==> config.mk <==
export PLATFORM = sky130hd
export DESIGN_NAME = yuv_stream_gearbox
export DESIGN_NICKNAME = d
export VERILOG_FILES = /design/src/rtl/yuv_stream_gearbox_pkg.sv /design/src/rtl/yuv_stream_gearbox_fifo.sv /design/src/rtl/yuv_stream_gearbox.sv
export SDC_FILE = /design/constraint.sdc
export NUM_CORES = 1
export LEC_CHECK = 0
export BUFFER_PORTS_ARGS = -buffer_cell sky130_fd_sc_hd__buf_2
export CORE_MARGIN = 10
export CORE_UTILIZATION = 30
export DETAILED_ROUTE_END_ITERATION = 10
export GPL_ROUTABILITY_DRIVEN = 0
export MAX_ROUTING_LAYER = met4
export SLEW_MARGIN = 40
export SYNTH_ARGS = -nofsm -noshare
export SYNTH_HDL_FRONTEND = slang
export SYNTH_HIERARCHICAL = 1
export SYNTH_SLANG_ARGS = --single-unit
==> constraint.sdc <==
create_clock -name clk_i -period 25.3 [get_ports clk_i]
set_clock_uncertainty 0.05 [all_clocks]
set_input_delay 0 -clock clk_i [delete_from_list [all_inputs] [get_ports clk_i]]
set_output_delay 0 -clock clk_i [all_outputs]
set_load 0.01 [all_outputs]
==> src/rtl/yuv_stream_gearbox_pkg.sv <==
// rtl/yuv_stream_gearbox_pkg.sv - shared serialiser state type and beat-count helper
package yuv_stream_gearbox_pkg;

    typedef enum logic {
        ST_IDLE  = 1'b0,
        ST_SHIFT = 1'b1
    } ser_state_t;

    function automatic int beats_per_word(input int in_width, input int out_width);
        return in_width / out_width;
    endfunction

endpackage

==> src/rtl/yuv_stream_gearbox_fifo.sv <==
// rtl/yuv_stream_gearbox_fifo.sv - tagged word FIFO with fall-through read and occupancy level
module sync_fifo_tagged #(
    parameter int WIDTH = 129,
    parameter int DEPTH = 8
) (
    input  logic                     clk_i,
    input  logic                     reset_i,
    input  logic                     flush_i,
    input  logic                     wr_en_i,
    input  logic [WIDTH-1:0]         wr_data_i,
    input  logic                     rd_en_i,
    output logic [WIDTH-1:0]         rd_data_o,
    output logic                     full_o,
    output logic                     empty_o,
    output logic [$clog2(DEPTH):0]   level_o
);

    localparam int AW = $clog2(DEPTH);

    logic [WIDTH-1:0] r_mem [DEPTH];
    logic [AW-1:0]    r_wr_ptr;
    logic [AW-1:0]    r_rd_ptr;
    logic [AW:0]      r_level;
    logic             w_full;
    logic             w_empty;
    logic             w_wr;
    logic             w_rd;

    assign w_full  = (r_level == (AW+1)'(DEPTH));
    assign w_empty = (r_level == '0);

    // A write into a full FIFO is only taken when the same cycle frees a slot.
    assign w_wr = wr_en_i && (!w_full || rd_en_i) && !flush_i;
    assign w_rd = rd_en_i && !w_empty && !flush_i;

    always_ff @(posedge clk_i) begin
        if (w_wr) begin
            r_mem[r_wr_ptr] <= wr_data_i;
        end
    end

    always_ff @(posedge clk_i or negedge reset_i) begin
        if (!reset_i) begin
            r_wr_ptr <= '0;
            r_rd_ptr <= '0;
            r_level  <= '0;
        end else if (flush_i) begin
            r_wr_ptr <= '0;
            r_rd_ptr <= '0;
            r_level  <= '0;
        end else begin
            if (w_wr) begin
                r_wr_ptr <= r_wr_ptr + 1'b1;
            end
            if (w_rd) begin
                r_rd_ptr <= r_rd_ptr + 1'b1;
            end
            case ({w_wr, w_rd})
                2'b10:   r_level <= r_level + 1'b1;
                2'b01:   r_level <= r_level - 1'b1;
                default: r_level <= r_level;
            endcase
        end
    end

    assign rd_data_o = r_mem[r_rd_ptr];
    assign full_o    = w_full;
    assign empty_o   = w_empty;
    assign level_o   = r_level;

endmodule

==> src/rtl/yuv_stream_gearbox.sv <==
// rtl/yuv_stream_gearbox.sv - stages YUV422 input words, buffers them and serialises to narrow beats
module yuv_stream_gearbox
    import yuv_stream_gearbox_pkg::*;
#(
    parameter int IN_WIDTH   = 128,
    parameter int OUT_WIDTH  = 32,
    parameter int FIFO_DEPTH = 8
) (
    input  logic                          clk_i,
    input  logic                          reset_i,
    input  logic                          frame_start_i,
    input  logic                          line_valid_i,
    input  logic [IN_WIDTH-1:0]           data_i,
    input  logic                          data_valid_i,
    input  logic                          swap_i,
    input  logic                          ready_i,
    output logic [OUT_WIDTH-1:0]          data_o,
    output logic                          output_valid_o,
    output logic                          line_end_o,
    output logic                          overflow_o,
    output logic [$clog2(FIFO_DEPTH):0]   level_o
);

    localparam int BEATS = beats_per_word(IN_WIDTH, OUT_WIDTH);
    localparam int CW    = (BEATS > 1) ? $clog2(BEATS) : 1;

    logic [IN_WIDTH-1:0]          r_stage_data;
    logic                         r_stage_valid;
    logic                         r_overflow;

    ser_state_t                   r_state;
    logic [IN_WIDTH-1:0]          r_shift;
    logic [CW-1:0]                r_cnt;
    logic                         r_tag;
    logic [OUT_WIDTH-1:0]         r_data;
    logic                         r_valid;
    logic                         r_line_end;

    logic                         w_commit;
    logic                         w_tag;
    logic                         w_pop;
    logic                         w_beat_take;
    logic                         w_last_beat;
    logic [IN_WIDTH:0]            w_fifo_rdata;
    logic                         w_fifo_full;
    logic                         w_fifo_empty;
    logic [$clog2(FIFO_DEPTH):0]  w_fifo_level;
    logic [OUT_WIDTH-1:0]         w_load_beat;
    logic [OUT_WIDTH-1:0]         w_next_beat;

    function automatic logic [OUT_WIDTH-1:0] f_present(input logic [OUT_WIDTH-1:0] beat,
                                                       input logic swap);
        logic [OUT_WIDTH-1:0] rev;
        rev = '0;
        for (int b = 0; b < OUT_WIDTH / 8; b++) begin
            rev[8*b +: 8] = beat[OUT_WIDTH-8-8*b +: 8];
        end
        return swap ? rev : beat;
    endfunction

    // The staged word leaves either on the next word (untagged) or at line end (tagged).
    assign w_commit = r_stage_valid && (data_valid_i || !line_valid_i) && !frame_start_i;
    assign w_tag    = !data_valid_i;

    always_ff @(posedge clk_i or negedge reset_i) begin
        if (!reset_i) begin
            r_stage_data  <= '0;
            r_stage_valid <= 1'b0;
        end else if (frame_start_i) begin
            r_stage_data  <= data_i;
            r_stage_valid <= data_valid_i;
        end else if (data_valid_i) begin
            r_stage_data  <= data_i;
            r_stage_valid <= 1'b1;
        end else if (w_commit) begin
            r_stage_valid <= 1'b0;
        end
    end

    sync_fifo_tagged #(
        .WIDTH (IN_WIDTH + 1),
        .DEPTH (FIFO_DEPTH)
    ) u_fifo (
        .clk_i     (clk_i),
        .reset_i   (reset_i),
        .flush_i   (frame_start_i),
        .wr_en_i   (w_commit),
        .wr_data_i ({w_tag, r_stage_data}),
        .rd_en_i   (w_pop),
        .rd_data_o (w_fifo_rdata),
        .full_o    (w_fifo_full),
        .empty_o   (w_fifo_empty),
        .level_o   (w_fifo_level)
    );

    always_ff @(posedge clk_i or negedge reset_i) begin
        if (!reset_i) begin
            r_overflow <= 1'b0;
        end else if (frame_start_i) begin
            r_overflow <= 1'b0;
        end else if (w_commit && w_fifo_full && !w_pop) begin
            r_overflow <= 1'b1;
        end
    end

    assign w_beat_take = r_valid && ready_i;
    assign w_last_beat = (r_cnt == '0);
    // Reloading on the final accepted beat keeps consecutive words bubble-free.
    assign w_pop       = !frame_start_i && !w_fifo_empty &&
                         ((r_state == ST_IDLE) || (w_beat_take && w_last_beat));
    assign w_load_beat = f_present(w_fifo_rdata[IN_WIDTH-1 -: OUT_WIDTH], swap_i);
    assign w_next_beat = f_present(r_shift[IN_WIDTH-1 -: OUT_WIDTH], swap_i);

    always_ff @(posedge clk_i or negedge reset_i) begin
        if (!reset_i) begin
            r_state    <= ST_IDLE;
            r_shift    <= '0;
            r_cnt      <= '0;
            r_tag      <= 1'b0;
            r_data     <= '0;
            r_valid    <= 1'b0;
            r_line_end <= 1'b0;
        end else if (frame_start_i) begin
            r_state    <= ST_IDLE;
            r_shift    <= '0;
            r_cnt      <= '0;
            r_tag      <= 1'b0;
            r_data     <= '0;
            r_valid    <= 1'b0;
            r_line_end <= 1'b0;
        end else if (w_pop) begin
            r_state    <= ST_SHIFT;
            r_shift    <= w_fifo_rdata[IN_WIDTH-1:0] << OUT_WIDTH;
            r_cnt      <= CW'(BEATS - 1);
            r_tag      <= w_fifo_rdata[IN_WIDTH];
            r_data     <= w_load_beat;
            r_valid    <= 1'b1;
            r_line_end <= w_fifo_rdata[IN_WIDTH] && (BEATS == 1);
        end else if (w_beat_take) begin
            if (!w_last_beat) begin
                r_shift    <= r_shift << OUT_WIDTH;
                r_cnt      <= r_cnt - 1'b1;
                r_data     <= w_next_beat;
                r_line_end <= r_tag && (r_cnt == CW'(1));
            end else begin
                r_state    <= ST_IDLE;
                r_data     <= '0;
                r_valid    <= 1'b0;
                r_line_end <= 1'b0;
                r_tag      <= 1'b0;
            end
        end
    end

    assign data_o         = r_data;
    assign output_valid_o = r_valid;
    assign line_end_o     = r_line_end;
    assign overflow_o     = r_overflow;
    assign level_o        = w_fifo_level;

endmodule
== Word level (Yosys, flattened, before mapping) ==
Memory sizes are Yosys's and may differ from the RTL's.
Cells that the tools add are included.
Storage, ports and cells
  bits in writable memories: 1032
  input bits: 135
  word-level logic and storage cells: 97
  memories: 1
  register bits after elaboration: 305
Cells by class
  bitwise operators: 1
  reduce and logical (&&, ||, !) cells: 34
  mux-type cells: 39
  add/sub/neg operators: 5
  equality and inequality tests: 5
Memories
  u_fifo.r_mem: depth 8, width 129, read ports 1, clocked after memory_dff 0, wr ports 1, line yuv_stream_gearbox_fifo.sv:20  | logic [WIDTH-1:0] r_mem [DEPTH];
Operators by type and width (count)
  $mux 128: 6
  $mux 32: 6
  $mux 1: 17
  $logic_and 1x1->1: 13
  $mux 3: 4
  $reduce_bool 3->1: 4
  $mux 2: 4
  $pmux 4 s2: 1
  $reduce_bool 2->1: 4
  $add 3x1->3 const B: 2
  $logic_not 1->1: 6
  $add 4x1->4 const B: 1
  $eq 2x1->1 const B: 2
  $eq 4x4->1 const B: 1
  $logic_not 4->1: 1
  $mux 4: 1
  $reduce_and 2->1: 2
  $sub 4x1->4 const B: 1
  $logic_or 1x1->1: 3
  $ne 3x2->1 const B: 1
  $eq 2x2->1 const B: 1
  $logic_not 2->1: 1
  $sub 2x1->2 const B: 1
  $not 1->1: 1

== Logic depth before layout (Yosys ltp) ==
Gate-level depths: netlist (run 1).
  depth after elaboration: 10
  depth in mapped cells: 15

== By module ==
Netlist (run 1), hierarchy kept.
Modules (own cells, without submodules)
  sync_fifo_tagged: sequential area each 31240.0 sq um, cells an instance 1568, area each 39410.3 sq um, times used 1
  yuv_stream_gearbox: sequential area each 6581.3 sq um, cells an instance 993, area each 11636.2 sq um, times used 1

== Least setup slack after synthesis (run 1) ==
Ideal clock, no wire load.
  kind: reg-to-reg
  start: reg u_fifo.r_level[0], in the netlist u_fifo/level_o[0]
  end: mem u_fifo.r_mem[0][0] (enable)
  path buffers: 3
  setup time: 0.978 ns
  data required time: 24.272 ns
  period minus slack after synthesis: 16.273 ns
  setup slack: 9.027 ns
  stages on the path, launching flop included: 12
  data arrival time: 15.245 ns
  cells stage by stage: dfrtp_1 or3_1 clkbuf_1 nor2_1 nor2_1 nand2_2 inv_2 buf_6 buf_2 nand2b_1 o21ai_2 nor4b_1
Between the ends
  longest elaborated chain between the ends: 9
  elaborated cells on any way between the ends: 11
  those cells by class: eq/ne: 1; mux: 2; reduce/logical: 8
Ends and longest elaborated chain
  start: declaration: line yuv_stream_gearbox_fifo.sv:23  | logic [AW:0] r_level;
  start signal: assignment: line yuv_stream_gearbox_fifo.sv:59  | 2'b10: r_level <= r_level + 1'b1;
  start signal: assignment: line yuv_stream_gearbox_fifo.sv:60  | 2'b01: r_level <= r_level - 1'b1;
  start signal: assignment: line yuv_stream_gearbox_fifo.sv:61  | default: r_level <= r_level;
  $logic_not 4->1: line yuv_stream_gearbox_fifo.sv:30  | assign w_empty = (r_level == '0);
  via w_fifo_empty: line yuv_stream_gearbox.sv:46  | logic w_fifo_empty;
  $logic_not 1->1: line yuv_stream_gearbox.sv:109  | assign w_pop = !frame_start_i && !w_fifo_empty &&
  $logic_and 1x1->1 (2 in a row): line yuv_stream_gearbox.sv:109
  via w_pop: line yuv_stream_gearbox.sv:41  | logic w_pop;
  $logic_or 1x1->1: line yuv_stream_gearbox_fifo.sv:33  | assign w_wr = wr_en_i && (!w_full || rd_en_i) && !flush_i;
  $logic_and 1x1->1 (2 in a row): line yuv_stream_gearbox_fifo.sv:33
  $mux 1: line yuv_stream_gearbox_fifo.sv:37  | if (w_wr) begin
  $mux 1 (not written as such): line yuv_stream_gearbox_fifo.sv:38  | r_mem[r_wr_ptr] <= wr_data_i;
  end: declaration: line yuv_stream_gearbox_fifo.sv:20
The timed path passes the listed nets, and every way through them passes these cells.

== Worst setup path after layout (run 1) ==
  start: reg u_fifo.r_level[1], in the netlist u_fifo/level_o[1]
  end: mem u_fifo.r_mem[6][18] (enable)
Between the ends
  longest elaborated chain between the ends: 9
  elaborated cells on any way between the ends: 11
  those cells by class: eq/ne: 1; mux: 2; reduce/logical: 8
Ends and longest elaborated chain (line)
  $logic_not 4->1: yuv_stream_gearbox_fifo.sv:30
  via w_fifo_empty: yuv_stream_gearbox.sv:46
  $logic_not 1->1: yuv_stream_gearbox.sv:109
  $logic_and 1x1->1 (2 in a row): yuv_stream_gearbox.sv:109
  $logic_or 1x1->1: yuv_stream_gearbox_fifo.sv:33
  $logic_and 1x1->1 (2 in a row): yuv_stream_gearbox_fifo.sv:33
  $mux 1: yuv_stream_gearbox_fifo.sv:37
  $mux 1 (not written as such): yuv_stream_gearbox_fifo.sv:38
The timed path passes the listed nets, and every way through them passes these cells.

==> results.toml, run 1 <==
[synth]
synth_seq_cells = 1305
yosys-top-cells-area = "edfxtp_1 (61%), dfrtp_1 (13%), mux4_2 (11%)"
synthCells = 2561
synth.avg_cell_area_um2 = 19.9
yosysTopAreaCell = "edfxtp_1"
synth_cell_types = 49
syn_area_um2 = 51000
syn-num-nets = 2703
synth_edf_count = 1032
synth.top_cell.area_share_pct = 60.7
ys_seq_area_share_pct = 74.1
async_flop_share_pct = 20.9
yosys_warnings = 6
ys.flop_type = "edfxtp_1"

[clock_network]
cts.repair.resized = 0
root_buffer = "clkbuf_16"
cts_hold_buf = 259
cts_buffers = 132
clk-insertion-delay-late_ps = 750
cts_tree = "built"
post_cts_buffers = 0
ctsLongestPathBuffers = 3
clk_pin_slew_ps = 60
cts_sinks = 1305
cts-htree-levels = 4

[route]
finalWirelength_mm = 124
vias = 25768
avgRoutedWirePerCell_um = 23.1
viasPerCell = 4.82
dr.pass1.iters = 5
drt_iter0_drc = 2144
ant_nets = 0
post-route-drc-count = 0

[power_and_ir_drop]
peakVddDrop_v = 0.0000683
p_int_mw = 3.70
clkPwrFrac_pct = 39.1
switching_power_mw = 1.14
power_frac_comb_pct = 8.4
seqPwrFrac_pct = 52.5
p_leak_nw = 20.6
p_per_area_nw_per_um2 = 78.7
switching_share_pct = 23.5

[min_path]
hold_path_end = "r_stage_data[86]$_DFFE_PN0P_"
hold_depth = 3
hold_path_class = "primary input to flop"
hold_start = "data_i[86]"

[layout]
final_core_util_pct = 36.3
ff_latch_area_um2 = 37800
drive_gt1_share_pct = 30.6
nFillCells = 15687
multi_input_area_um2 = 12400
syn2layout_area_growth_pct = 20.4
fin_nets = 3168

[placed_design]
place_hpwl_mm = 74.3
io_buffers = 173
dpl_worst_slack_ps = 20500

[global_routing]
grt_overflow = 0
grt_max_degree = 109
antenna_found_initial = 1
grt_pass1_vias = 26618
globalRouteTotalUtil_pct = 13.5
grt_pass1_wl_mm = 184

[critical_path]
r2r-end = "u_fifo/r_mem[6][18]$_DFFE_PP_"
r2r_cells = 14
arrival_ps = 5170
crit_required_ps = 25650
path_class = "flop to flop"
critPathCaptureType = "flop"
worstSetupStartpointType = "flop"
r2r_slack_ps = 20480
r2r_start = "u_fifo/level_o[1]$_DFFE_PN0P_"
cp_max_fo = 66

[floorplanning]
die_w_um = 433
fp-row-count = 151
core_area_um2 = 169000
die_h_um = 433
die_area_um2 = 187000
initial_core_util_pct = 30.2
ios = 174

[outcome]
outcome = "finished, final reports clean"

[sta]
finalMaxSlewViolations = 0
fmax_mhz = 208
fin_crit_sh_pct = 19.0
fin_crit_ps = 4820
hold_viol = 0
worstMarginPinSlew_ps = 846
rsz0062_at_grt = "false"
setup_tns_ps = 0
setup_ws_ps = 20480
setup_viol_count_final = 0
slew_headroom_pct = 43.6

[run]
cap_viol_max_count = 0
-- registers in the layout (all words and copies together), names as in the netlist --
name / count
data_o: 32
line_end_o: 1
output_valid_o: 1
overflow_o: 1
r_cnt: 2
r_shift: 96
r_stage_data: 128
r_stage_valid: 1
r_tag: 1
u_fifo/level_o: 4
u_fifo/r_mem: 1032
u_fifo/r_rd_ptr: 3
u_fifo/r_wr_ptr: 3
-- power groups by stage --
stage | combinational, mW | sequential, mW | clock [mW]
2_1_floorplan | 0.238 | 2.54 | 0
3_3_place_gp | 0.373 | 2.59 | 0
6_report | 0.409 | 2.54 | 1.89
4_1_cts | 0.419 | 2.54 | 1.94
5_1_grt | 0.450 | 2.55 | 2.03
3_5_place_dp | 0.382 | 2.59 | 0
-- how the worst max path moves through the flow --
stage,to,startpoint
CTS,u_fifo/r_mem[6][44]$_DFFE_PP_,u_fifo/level_o[1]$_DFFE_PN0P_
global placement,u_fifo/r_mem[2][15]$_DFFE_PP_,u_fifo/level_o[1]$_DFFE_PN0P_
global route,u_fifo/r_mem[6][18]$_DFFE_PP_,u_fifo/level_o[1]$_DFFE_PN0P_
floorplan,u_fifo/r_mem[0][0]$_DFFE_PP_,u_fifo/level_o[0]$_DFFE_PN0P_
detailed placement,u_fifo/r_mem[6][15]$_DFFE_PP_,u_fifo/level_o[1]$_DFFE_PN0P_
finish,u_fifo/r_mem[6][18]$_DFFE_PP_,u_fifo/level_o[1]$_DFFE_PN0P_
-- worst max-delay path: stages, from the launching register on --
cell	delay (ps)
dfrtp_1	450
or3_1	530
nor2_1	440
nor2_2	50
buf_4	250
nand2_2	100
buf_4	280
buf_12	290
inv_4	80
nand2b_1	190
o211ai_1	680
nor2_4	210
buf_8	230
buf_12	190
buf_16	290
-- cell type report --
| class | count | share of cell area [%] |
|---|---|---|
| clock inverter | 39 | 0.560 |
| antenna | 1 | 0.00407 |
| multi-input combinational | 1091 | 20.2 |
| inverter | 9 | 0.0590 |
| sequential | 1305 | 61.5 |
| tap | 2218 | 4.51 |
| timing repair buffer | 487 | 6.93 |
| clock buffer | 201 | 6.23 |
-- per-stage QoR --
stage          cell area [um2]  cells  power, mW  hold slack (ps)
5_1_grt                  61500   5350       5.03             16.6
3_3_place_gp             54300   4837       2.96              132
2_1_floorplan            51000   2561       2.77             -346
3_5_place_dp             54600   4848       2.97             -164
6_report                 61500   5351       4.84             27.0
4_1_cts                  61400   5347       4.90            0.439
-- cells in the mapped netlist (all sizes together) (37+ instances only) --
| master | instances |
|---|---|
| edfxtp | 1032 |
| dfrtp | 273 |
| mux4 | 258 |
| mux2 | 257 |
| nor2 | 110 |
| a21oi | 106 |
| buf | 103 |
| nand2 | 73 |
| mux2i | 66 |
| clkbuf | 53 |
| o21ai | 39 |
| nand2b | 37 |
-- layout by cell type (no fill, tap or decap), types with 4 or more instances in the layout --
master | Yosys | routed
a21oi_1 | 106 | 106
buf_12 | 0 | 10
buf_16 | 0 | 10
buf_2 | 52 | 171
buf_4 | 4 | 25
buf_6 | 29 | 9
bufinv_16 | 0 | 5
clkbuf_1 | 53 | 49
clkbuf_16 | 0 | 138
clkbuf_8 | 0 | 15
clkinv_1 | 0 | 15
clkinv_2 | 0 | 10
dfrtp_1 | 273 | 270
dlygate4sd3_1 | 0 | 258
edfxtp_1 | 1032 | 1032
ha_1 | 6 | 6
inv_1 | 7 | 7
inv_6 | 0 | 4
mux2_2 | 257 | 257
mux2i_1 | 66 | 66
mux4_2 | 258 | 258
nand2_1 | 72 | 72
nand2b_1 | 37 | 37
nor2_1 | 110 | 105
nor2_4 | 0 | 4
o211ai_1 | 4 | 4
o21ai_0 | 11 | 11
o21ai_1 | 27 | 27
o221ai_1 | 30 | 30
o22a_1 | 32 | 32
o31ai_1 | 16 | 16
o31ai_2 | 16 | 16
xnor2_1 | 4 | 4
xor2_1 | 4 | 4
-- cell families after synthesis --
logic type	synth area share [%]
simple gates	2.04
mux	18.3
buf+inv	1.80
compound gates	3.40
flops	74.1
xor+xnor	0.137
fa+ha+maj	0.186
-- routing by layer --
metal  vias to the layer above  global-route usage, %  part of all wire (%)  wire length, um
met4                         0                   3.42                   2.0             2520
met5                         -                      -                     0                0
li1                      11243                      -                     -                -
met2                       630                   22.6                    51            63500
met1                     13723                   17.3                    42            52100
met3                       172                   1.92                   4.5             5630
(Power assumes the default switching activity.)
==> run 2: changes to the inputs <==
==> constraint.sdc (replaced) <==
create_clock -name clk_i -period 4.7 [get_ports clk_i]
set_clock_uncertainty 0.05 [all_clocks]
set_input_delay 0 -clock clk_i [delete_from_list [all_inputs] [get_ports clk_i]]
set_output_delay 0 -clock clk_i [all_outputs]
set_load 0.01 [all_outputs]
==> results.toml, run 2 (synthesis results as in run 1) <==
[power_and_ir_drop]
p_per_area_nw_per_um2 = 422
p_leak_nw = 21.1
peakVddDrop_v = 0.000287

[critical_path]
cp_max_fo = 40
crit_top_cell = "nor2_4"
critPathCaptureType = "flop"
crit_path_max_incr_delay_ps = 680
arrival_ps = 4160
cp_slowest_cell = "buf_4"
r2r_slack_ps = 880
worstSetupStartpointType = "flop"
path_class = "flop to flop"
crit_required_ps = 5040
timing.critical_path.cells = "or3_1, nor2_4, nor2_4, nand2_2, inv_4, nand2b_4, o211ai_1, clkbuf_2, nor2_4, buf_4"

[sta]
fin_crit_sh_pct = 81.3
hold_viol = 0
rsz0062_at_grt = "false"
fmax_mhz = 262
worstMarginPinSlew_ps = 819
finalMaxSlewViolations = 0
holdWs_ps = 32.7
setup_viol_count_final = 0
setup_ws_ps = 877
fin_crit_ps = 3820
slew_headroom_pct = 45.4

[global_routing]
grt_max_degree = 109
antenna_found_initial = 4
grt_overflow = 0
grt_pass1_vias = 27371
globalRouteTotalUtil_pct = 13.6
grt_pass1_wl_mm = 186

[layout]
syn2layout_area_growth_pct = 22.8
nFillCells = 15570
drive_gt1_share_pct = 30.5
largest_registers = "u_fifo/r_mem x1032, r_stage_data x128, r_shift x96"
top_register = "u_fifo/r_mem"
mostFrequentLayoutCells = "edfxtp_1 (1032), dlygate4sd3_1 (339), dfrtp_1 (267), mux4_2 (258), mux2_2 (257)"
post-route-cell-area_um2 = 62700
multi_input_area_um2 = 12500
ff_latch_area_um2 = 37800
largest_reg_flops = 1032
fin_nets = 3271
final_common_cell = "edfxtp_1"

[clock_network]
post_cts_buffers = 0
cts_tree = "built"
clk-insertion-delay-late_ps = 770
clk_pin_slew_ps = 60
ctsLongestPathBuffers = 3
cts-htree-levels = 4
cts_buffers = 136
root_buffer = "clkbuf_16"
cts_sinks = 1305

[route]
finalWirelength_mm = 125
avgRoutedWirePerCell_um = 22.8
post-route-drc-count = 0
dr.pass1.iters = 5
viasPerCell = 4.78
vias = 26099
drt_iter0_drc = 2016
ant_nets = 0

[placed_design]
io_buffers = 173
placed_cell_area_um2 = 54900
dpl_worst_slack_ps = 901
place_hpwl_mm = 77.1

[floorplanning]
core_area_um2 = 169000
die_h_um = 433
die_area_um2 = 187000
ios = 174
initial_core_util_pct = 30.2
fp-row-count = 151
die_w_um = 433

[min_path]
hold_path_class = "primary input to flop"

[run]
cap_viol_max_count = 0

[outcome]
outcome = "finished, final reports clean"
run 2: changes by cell type in the layout (fill, tap and decap cells not counted), sizes merged, moves of 2 or more:
cell         change
bufinv           +2
buf             +18
clkbuf          -15
dlygate4sd3     +81
diode            +2
clkinv          +21
run 2: layer usage:
layer / share of wire (%) / vias up / global-route usage [%]
met5: 0 / - / -
met4: 2.6 / 0 / 4.19
met3: 4.3 / 175 / 2.11
met2: 51 / 629 / 22.7
met1: 42 / 13845 / 17.0
li1: - / 11450 / -
run 2: worst paths after layout:
check / end / depth (start not counted) / startpoint
max: u_fifo/r_mem[6][109]$_DFFE_PP_ / 10 / u_fifo/level_o[1]$_DFFE_PN0P_
min: r_stage_data[83]$_DFFE_PN0P_ / 3 / data_i[83]
max reg2reg: u_fifo/r_mem[6][109]$_DFFE_PP_ / 10 / u_fifo/level_o[1]$_DFFE_PN0P_
min reg2reg: r_shift[89]$_DFFE_PN0P_ / 2 / r_shift[89]$_DFFE_PN0P_
max in group asynchronous: r_stage_data[87]$_DFFE_PN0P_ / 4 / reset_i
min in group asynchronous: r_stage_data[34]$_DFFE_PN0P_ / 4 / reset_i
run 2: area by class of cell:
class / count / area share (%)
Tap cell: 2218 / 4.43
Timing Repair Buffer: 586 / 8.36
Clock buffer: 186 / 5.92
Antenna cell: 3 / 0.0120
Sequential cell: 1305 / 60.4
Clock inverter: 61 / 0.982
Multi-Input combinational cell: 1091 / 19.9
Inverter: 9 / 0.0579
run 2: critical path: cells and delay by family, from the launching register on:
family / cells / cell delay, ps
buf+inv: 3 / 1170
simple gates: 6 / 1480
flops: 1 / 430
compound gates: 1 / 240
run 2: where the power goes:
part	total, mW	internal [mW]	switching (mW)
Sequential	13.7	13.1	0.618
Combinational	2.32	1.06	1.26
Clock	10.4	5.97	4.47
run 2: timing repair:
action	CTS	global route
endpoints found under the hold margin	488	0
resized for setup	0	0
hold buffers	340	0
run 2: stage by stage:
step	total power, mW	util [%]	TNS [ps]	cells
floorplan	14.9	-	-957290	2561
global placement	16.0	32.3	0	4857
CTS	26.8	37.0	0	5453
finish	26.4	37.0	0	5459
detailed placement	16.0	32.4	0	4866
global route	27.4	37.0	0	5458
==> run 3: changes to the inputs <==
--- a/config.mk
+++ b/config.mk
@@ -5,6 +5,7 @@
 export SDC_FILE = /design/constraint.sdc
 export NUM_CORES = 1
 export LEC_CHECK = 0
+export ABC_AREA = 1
 export BUFFER_PORTS_ARGS = -buffer_cell sky130_fd_sc_hd__buf_2
 export CORE_MARGIN = 10
 export CORE_UTILIZATION = 30
==> constraint.sdc (replaced) <==
create_clock -name clk_i -period 3.3 [get_ports clk_i]
set_clock_uncertainty 0.05 [all_clocks]
set_input_delay 0 -clock clk_i [delete_from_list [all_inputs] [get_ports clk_i]]
set_output_delay 0 -clock clk_i [all_outputs]
set_load 0.01 [all_outputs]
==> results.toml, run 3 <==
[route]
avgRoutedWirePerCell_um = 19.4
drt_iter0_drc = 3092
post-route-drc-count = 0
viasPerCell = 4.82
dr.pass1.iters = 7
finalWirelength_mm = 143
vias = 35625
ant_nets = 0

[critical_path]
worstSetupStartpointType = "flop"
arrival_ps = 3480
path_class = "flop to flop"
critPathCaptureType = "flop"
crit_required_ps = 3950
cp_max_fo = 49

[layout]
fin_nets = 5085
syn2layout_area_growth_pct = 23.2
largest_reg_flops = 1032
drive_gt1_share_pct = 12.5
final_common_cell = "edfxtp_1"
finalNonFillerCells = 7397
nFillCells = 16938
largest_registers = "u_fifo/r_mem x1032, r_stage_data x128, r_shift x96"
post-route-cell-area_um2 = 65200
mostFrequentLayoutCells = "edfxtp_1 (1032), nor2_1 (942), nand2_1 (878), dlygate4sd3_1 (395), o21ai_0 (324)"
ff_latch_area_um2 = 37800
top_register = "u_fifo/r_mem"
multi_input_area_um2 = 13300

[floorplanning]
die_w_um = 440
ios = 174
die_area_um2 = 194000
fp-row-count = 154
initial_core_util_pct = 30.1
die_h_um = 440
core_area_um2 = 176000

[global_routing]
globalRouteTotalUtil_pct = 14.9
grt_max_degree = 145
grt_overflow = 0
antenna_found_initial = 3
grt_pass1_wl_mm = 218
grt_pass1_vias = 35031

[outcome]
outcome = "finished, final reports clean"

[clock_network]
cts_buffers = 137
clk-insertion-delay-late_ps = 770
root_buffer = "clkbuf_16"
cts.repair.resized = 0
cts-htree-levels = 4
cts_sinks = 1305
post_cts_buffers = 0
cts_hold_buf = 396
cts_tree = "built"
clk_pin_slew_ps = 60
ctsLongestPathBuffers = 3

[synth]
synth_seq_cells = 1305
synth.avg_cell_area_um2 = 11.9
synth_cell_types = 28
yosys-top-cells-count = "edfxtp_1 (1032), nor2_1 (952), nand2_1 (881), o21ai_0 (324), dfrtp_1 (273)"
ys_seq_area_share_pct = 71.5
synth_most_common_cell = "edfxtp_1"
synthCells = 4431
syn_area_um2 = 52900
synth.top_cell.area_share_pct = 58.6
ys.flop_type = "edfxtp_1"
async_flop_share_pct = 20.9
yosys_warnings = 6
yosys-top-cells-area = "edfxtp_1 (59%), dfrtp_1 (13%), nor2_1 (6.8%)"
yosysTopAreaCell = "edfxtp_1"
synth_edf_count = 1032
syn-num-nets = 4573

[sta]
slew_headroom_pct = 46.5
fin_crit_ps = 2830
worstMarginPinSlew_ps = 803
finalMaxSlewViolations = 0
fin_crit_sh_pct = 85.8
setup_tns_ps = 0
fmax_mhz = 353
rsz0062_at_grt = "false"
setup_viol_count_final = 0
hold_viol = 0

[min_path]
hold_path_class = "primary input to flop"

[run]
cap_viol_max_count = 0

[power_and_ir_drop]
peakVddDrop_v = 0.000403
p_leak_nw = 24.3
p_per_area_nw_per_um2 = 583

[placed_design]
io_buffers = 173
placed_cell_area_um2 = 56600
place_hpwl_mm = 85.8
placed_cells = 6748
==> run 3: cell types whose count changed in the layout (fill, tap and decap cells not counted), moves of 66 or more <==
cell,delta
nand2_1,+806
o21ai_0,+313
nor2_1,+838
mux2i_1,-66
mux4_2,-258
a21oi_1,-99
nand3_1,+103
mux2_2,-129
inv_1,+108
o32ai_1,+257
==> run 3: logic make-up (layout without fill, tap and decap cells) <==
group | count (synthesis) | in the layout | synth area share (%)
compound gates | 596 | 596 | 7.47
simple gates | 1978 | 1978 | 14.5
flops | 1305 | 1305 | 71.5
xor+xnor | 1 | 1 | 0.0166
fa+ha+maj | 7 | 7 | 0.180
other cells | 0 | 1 | 0
buf+inv | 416 | 1041 | 3.62
mux | 128 | 128 | 2.72
==> run 3: stage by stage <==
stage          hold slack (ps)  setup slack, ps  utilization (%)  power (mW)
6_report                   129              468             37.1        38.0
5_1_grt                    147              322             37.1        39.5
4_1_cts                    106              440             37.1        38.4
3_5_place_dp              19.6              452             32.2        22.2
3_3_place_gp              15.1              317             32.2        22.2
2_1_floorplan             -346             -650                -        20.9
==> run 3: area by class of cell <==
| class | instances | area share, % |
|---|---|---|
| Timing Repair Buffer | 662 | 9.32 |
| Tap cell | 2340 | 4.49 |
| Sequential cell | 1305 | 58.0 |
| Clock inverter | 72 | 1.38 |
| Inverter | 127 | 0.756 |
| Multi-Input combinational cell | 2710 | 20.4 |
| Clock buffer | 180 | 5.61 |
| Antenna cell | 1 | 0.00384 |
==> run 3: metal layers <==
metal	wire length (um)	up-vias	track usage, %
li1	-	16580	-
met1	61800	17837	19.4
met2	70100	1028	24.2
met3	8610	180	2.60
met4	2870	0	3.78
met5	0	-	-
==> run 3: critical path, cell delays in order, from the launching register on <==
cell     delay, ps
dfrtp_4        670
inv_8          370
buf_12         290
nor2_1          60
o32ai_1        430
nand2_1        140
nand2_1        100
inv_1           50
nand2_1         50
o21ai_0        100
nor2_1         170
nor2_1         120
nor2_1         100
==> run 3: final timing paths <==
check / depth (start not counted) / slack [ps] / end / from
setup / recovery: 12 / 470 / data_o[23]$_DFFE_PN0P_ / u_fifo/r_rd_ptr[0]$_DFFE_PN0P_
hold reg to reg: 2 / 430 / r_shift[85]$_DFFE_PN0P_ / r_shift[85]$_DFFE_PN0P_
setup reg to reg: 12 / 470 / data_o[23]$_DFFE_PN0P_ / u_fifo/r_rd_ptr[0]$_DFFE_PN0P_
hold / removal: 4 / 130 / output_valid_o$_DFFE_PN0P_ / frame_start_i
min in group asynchronous: 4 / 380 / r_stage_data[22]$_DFFE_PN0P_ / reset_i
max in group asynchronous: 4 / 2250 / data_o[16]$_DFFE_PN0P_ / reset_i
==> run 3: where the power goes <==
group	leakage [nW]	internal [mW]	switching, mW
sequential	12.7	18.4	0.646
combinational	9.40	1.28	1.96
clock	2.21	9.10	6.60
